`src/rtl/tick_gen.sv`:
```
// Multi-channel programmable tick generator: each channel is a phase accumulator
// (acc += INC, wrap at MOD) producing a registered single-cycle clock enable.
module tick_gen #(
    parameter int               NCH     = 3,
    parameter int               W       = 32,
    parameter int               CW      = (NCH > 1) ? $clog2(NCH) : 1,
    parameter logic [NCH*W-1:0] DEF_INC = {32'd115200, 32'd1, 32'd1},
    parameter logic [NCH*W-1:0] DEF_MOD = {32'd1000000000, 32'd1000, 32'd5}
) (
    input  logic           clock,
    input  logic           reset,
    input  logic [NCH-1:0] en,
    input  logic           cfg_valid,
    input  logic [CW-1:0]  cfg_chan,
    input  logic [W-1:0]   cfg_inc,
    input  logic [W-1:0]   cfg_mod,
    output logic           cfg_ready,
    output logic [NCH-1:0] tick,
    output logic [NCH-1:0] cfg_err
);

    function automatic logic illegal(input logic [W-1:0] inc, input logic [W-1:0] mod);
        return (inc == '0) || (mod == '0) || (inc > mod);
    endfunction

    logic cfg_ready_q;
    logic cfg_ready_d;
    logic wr_en;

    assign cfg_ready_d = 1'b1;
    assign wr_en       = cfg_valid & cfg_ready_q;
    assign cfg_ready   = cfg_ready_q;

    always_ff @(posedge clock) begin
        if (reset) begin
            cfg_ready_q <= 1'b0;
        end else begin
            cfg_ready_q <= cfg_ready_d;
        end
    end

    genvar gi;
    generate
        for (gi = 0; gi < NCH; gi++) begin : g_ch
            logic [W-1:0] acc_q, acc_d;
            logic [W-1:0] inc_q, inc_d;
            logic [W-1:0] mod_q, mod_d;
            logic         tick_q, tick_d;
            logic         err_q, err_d;
            logic [W:0]   sum;

            always_comb begin
                acc_d  = acc_q;
                inc_d  = inc_q;
                mod_d  = mod_q;
                err_d  = err_q;
                tick_d = 1'b0;
                // One extra bit so acc+inc can never wrap before the MOD compare
                sum    = {1'b0, acc_q} + {1'b0, inc_q};
                if (wr_en && (cfg_chan == CW'(gi))) begin
                    inc_d = cfg_inc;
                    mod_d = cfg_mod;
                    acc_d = '0;
                    err_d = illegal(cfg_inc, cfg_mod);
                end else if (en[gi] && !err_q) begin
                    if (sum >= {1'b0, mod_q}) begin
                        acc_d  = W'(sum - {1'b0, mod_q});
                        tick_d = 1'b1;
                    end else begin
                        acc_d  = sum[W-1:0];
                    end
                end
            end

            always_ff @(posedge clock) begin
                if (reset) begin
                    acc_q  <= '0;
                    inc_q  <= DEF_INC[gi*W +: W];
                    mod_q  <= DEF_MOD[gi*W +: W];
                    tick_q <= 1'b0;
                    err_q  <= illegal(DEF_INC[gi*W +: W], DEF_MOD[gi*W +: W]);
                end else begin
                    acc_q  <= acc_d;
                    inc_q  <= inc_d;
                    mod_q  <= mod_d;
                    tick_q <= tick_d;
                    err_q  <= err_d;
                end
            end

            assign tick[gi]    = tick_q;
            assign cfg_err[gi] = err_q;
        end
    endgenerate

endmodule

```
`config.mk`:
```
export PLATFORM = sky130hd
export DESIGN_NAME = tick_gen
export DESIGN_NICKNAME = d
export VERILOG_FILES = /design/src/rtl/tick_gen.sv
export SDC_FILE = /design/constraint.sdc
export NUM_CORES = 1
export LEC_CHECK = 0
export ABC_CLOCK_PERIOD_IN_PS = 9800
export CORE_UTILIZATION = 50
export DETAILED_ROUTE_END_ITERATION = 7
export PLACE_DENSITY_LB_ADDON = 0.15
export SLEW_MARGIN = 15
export SYNTH_ARGS = -nofsm -noshare
export SYNTH_HDL_FRONTEND = slang
export SYNTH_SLANG_ARGS = --single-unit
```
`constraint.sdc`:
```
create_clock -name clock -period 9.8 [get_ports clock]
set_clock_uncertainty 0.1 [all_clocks]
set_input_delay 0.98 -clock clock [delete_from_list [all_inputs] [get_ports clock]]
set_output_delay 0.98 -clock clock [all_outputs]
set_load 0.01 [all_outputs]
```
==> out/metrics.sh <==
POST_CTS_RESIZE_COUNT=0
CPLARGESTDELAYFAMILY='compound AO/OA/AOI/OAI gates'
NUM_VIAS=20800
REPORT.POWER.TOTAL_mW=6.04
CRITICAL_PATH_DEPTH=23
DPL.HPWL_MM=54.2
REPORT.FINAL.SLEW_VIOL_COUNT=0
WORSTPATHREQUIRED_NS=10.16
CTS_INSERTED_BUFFERS=36
WORST_SETUP_HOLD_PATH_CLK_SLEW_NS=0.06
FINAL_HOLD_VIOLATION_COUNT=0
LARGEST_NET_DEGREE_AT_THE_START_OF_GLOBAL_ROUTING=78
CRITPATHMAXSTAGEDELAY_NS=0.56
TIMING.FINAL.SETUP_VIOLATIONS=0
SYNTH.AVG_CELL_AREA_SQ_UM=7.91
CP_CELL_INSTANCES='ha_1, fa_1, a21o_1, a21oi_1, o21ai_0, o21ai_1, o22ai_1, o31a_1, o41ai_1, o21bai_1, xnor2_1, ha_1, a21oi_1, nor2b_1, o21ai_0, nand2b_1, a21oi_1, o21a_1, o21a_1, nand2_1, buf_4, or4_1, a21oi_1'
TIMING.RR.START='g_ch[2].acc_q[0]'
GRT_PASS1_VIAS=19300
PREVAILING_POST_SYNTH_REGISTER_CELL='dfxtp_1'
CRITICAL_PATH_CLASS='reg -> reg'
SYNTH-EDFF-COUNT=0
CLOCK.FMAX_MHz=158
NETLIST.TOP_CELL.BY_AREA='dfxtp_1'
INITIAL_CELL_DENSITY_OF_THE_CORE_PCT=51.1
GROUTE.USAGE.OVERALL_PCT=32.3
POST-ROUTE-MIN-PERIOD_NS=6.31
DRT_DRC_VIOLATIONS_LEFT=0
CRITICAL_PATH.STARTPOINT_TYPE='register'
TIGHTEST_SLEW_NS=1.01
SYNTH.NET_COUNT=3031
CRIT_ARRIVAL_NS=6.67
CP.BUFFERS_INVERTERS=1
WORST_HOLD_STARTPOINT='g_ch[2].mod_q[3]'
R2R.WORST_PATH.CELLS=23
FIN_HOLD_WS_NS=0.356
ROUTABILITYCONGESTION=0.971
FINALWIRELENGTH_MM=71.7
NUMBER_OF_SYNTHESIZED_REGISTER_BITS=295
GRT-OVFL-TOTAL=0
AVGROUTEDWIREPERCELL_UM=21.7
OUTCOME='finished clean'
SYNTH_TOP_AREA_SHARE_PCT=27.4
DRT_PRE_ANTENNA_ITERS=5
FLOORPLAN.DIE_AREA_SQ_MM=0.0440
BOUNDARYPINS=79
CRITPATHMOSTFREQUENTCELL='a21oi_1'
PROPORTION_OF_SYNTHESIZED_CHIP_AREA_IN_SEQUENTIAL_CELLS_PCT=27.4
CTS_SINKS=295
ANTENNA_LEFT=0
HOLD_PATH_CLASS='reg -> reg'
LAYOUT-DRIVE-GT1-SHARE_PCT=4.41
INITIAL_ANTENNA_VIOLATION_COUNT=1
CLKLATENCYLATEPIN_NS=0.57
MIN_PERIOD_OVER_PERIOD_PCT=64.4
PLACEMENT.IO_BUFFERS=78
P_LEAK_nW=10.8
CLOCKROOTBUFFER='clkbuf_16'
CTS_TREE='yes'
WORST_SETUP_PATH_END_KIND='register'
INSERTEDDIODECOUNT=0
SLEW_HEADROOM_PCT=32.5
FILLERS=3965
DESIGN.FINAL.NETS=3047
DIE_HEIGHT_UM=210
CLOCK_TREE.BUFFER_DEPTH=3
VDD_IR_DROP_MAX_mV=0.149
MAXCAPVIOLCOUNT=0
ROUTE.DETAILED.VIAS_PER_INST=6.29
NETLIST_INSTANCES=2729
MAPPEDNETLISTAREA_SQ_MM=0.0216
YOSYSWARNINGS=0
GRT_FIRST_PASS_WIRELENGTH_MM=111
SYNTH_CELL_TYPES=76
STARTPOINT='g_ch[2].acc_q[0]'
GRT_SETUP_UNREPAIRED='no'
CTS_HTREE_LEVELS=2
DRT_FIRST_ITER_VIOLATIONS=1914
YS_ASYNC_SR_FRACTION_PCT=0
CRIT_FANOUT=17
PLACEABLECOREAREA_SQ_MM=0.0422
FIN_SETUP_TNS_NS=0
LAYOUT-AREA-OVERHEAD-VS-SYNTH_PCT=10.8
FLOORPLAN.ROWS=75
WHS_PATH_DEPTH=2
POWER.DENSITY_mW_PER_MM2=252
TOP_POST_SYNTHESIS_CELLS_BY_AREA='dfxtp_1 (27%), ha_1 (13%), a21oi_1 (6.5%), nand2_1 (4.6%), a21o_1 (3.7%)'
TIMING.CRITICAL_PATH.SLOWEST_STAGE_CELL='o41ai_1'
CTSHOLDBUFFERS=0
DIE_W_UM=210
CTS_SETUP_BUFFERS=0
cell families (layout without fill, tap and decap cells):
logic type | Yosys count | after routing | share of synthesized area (%)
AOI/OAI and AO/OA | 963 | 963 | 28.9
xor gates and xnor gates | 143 | 143 | 5.80
adders and majority gates | 230 | 230 | 13.5
buffers and inverters | 324 | 363 | 5.87
DFF | 295 | 295 | 27.4
muxes | 66 | 66 | 3.07
and+or+nand+nor | 708 | 708 | 15.5
synth_stat cells (9+ instances only):
| library cell | instances |
|---|---|
| a2111oi_0 | 9 |
| a22o_1 | 65 |
| o21ai_0 | 155 |
| a211oi_1 | 43 |
| o22ai_1 | 60 |
| a22oi_1 | 9 |
| o21a_1 | 28 |
| or3_1 | 19 |
| nand4_1 | 37 |
| xnor2_1 | 89 |
| xor2_1 | 54 |
| o211ai_1 | 34 |
| clkbuf_1 | 104 |
| nor4_1 | 25 |
| inv_1 | 200 |
| nand3_1 | 57 |
| o31ai_1 | 12 |
| nand2b_1 | 22 |
| o21bai_1 | 38 |
| and2_1 | 9 |
| a31oi_1 | 35 |
| ha_1 | 224 |
| buf_4 | 9 |
| a311oi_1 | 9 |
| or2_2 | 11 |
| nor3_1 | 46 |
| dfxtp_1 | 295 |
| mux2i_1 | 64 |
| nand2_1 | 263 |
| a21o_1 | 105 |
| nor2b_1 | 21 |
| nor2_1 | 142 |
| and3_1 | 27 |
| a21oi_1 | 279 |
per-stage QoR:
step           setup slack [ns]  instances  utilization (%)  area, sq um
5_1_grt                    3.11       3307             56.7        23900
3_5_place_dp               3.60       3246             53.9        22800
6_report                   3.49       3307             56.7        23900
2_1_floorplan              4.79       2729                -        21600
4_1_cts                    3.55       3307             56.7        23900
3_3_place_gp               3.64       3246             53.9        22800
per-layer routing:
layer,GRT usage [%],vias to the layer above,part of all wire (%)
met1,46.8,9834,47
li1,-,10000,-
met2,47.6,783,41
met5,0,-,0
met4,12.9,0,4.0
met3,4.73,125,8.0
report_power, final:
group | internal (mW) | total [mW] | leakage, nW | switching, mW
clock | 0.775 | 1.35 | 0.559 | 0.576
sequential | 1.33 | 1.41 | 2.41 | 0.0795
combinational | 1.36 | 3.28 | 7.80 | 1.92
total | 3.46 | 6.04 | 10.8 | 2.58
registers in the layout (all words and copies together), names as in the netlist:
register	cells
cfg_ready	1
g_ch.acc_q	96
g_ch.err_q	3
g_ch.inc_q	96
g_ch.mod_q	96
g_ch.tick_q	3
tightest hold or removal path, cell delays in order, from the launching register on:
cell	delay [ns]
dfxtp_1	0.30
nand2_1	0.05
a21oi_1	0.05
final cells by class:
type	count	area [sq um]	share of cell area, %
sequential	295	5910	24.7
clock inverter	16	165	0.690
clock buffer	45	995	4.16
tap	539	674	2.82
timing repair buffer	102	956	3.99
inverter	200	751	3.14
multi-input combinational	2110	14500	60.5
cells in the final DEF, fill, tap and decap left out, types with 11 or more instances in the layout:
cell	synthesis	layout
a211oi_1	43	43
a21o_1	105	105
a21oi_1	279	278
a22o_1	65	65
a31oi_1	35	35
and3_1	27	27
buf_4	9	24
clkbuf_16	0	36
clkdlybuf4s50_1	0	77
dfxtp_1	295	295
ha_1	224	224
inv_1	200	200
mux2i_1	64	64
nand2_1	263	263
nand2b_1	22	22
nand3_1	57	57
nand4_1	37	37
nor2_1	142	141
nor2b_1	21	18
nor3_1	46	45
nor4_1	25	25
o211ai_1	34	34
o21a_1	28	28
o21ai_0	155	155
o21bai_1	38	38
o22ai_1	60	60
o31ai_1	12	12
or2_2	11	11
or3_1	19	19
xnor2_1	89	89
xor2_1	54	54
final timing paths:
kind                  endpoint  slack, ns
max          g_ch[2].acc_q[28]       3.49
min           g_ch[2].mod_q[3]       0.36
max reg2reg  g_ch[2].acc_q[28]       3.49
min reg2reg   g_ch[2].mod_q[3]       0.36
Power figures use the tool's default switching activity.
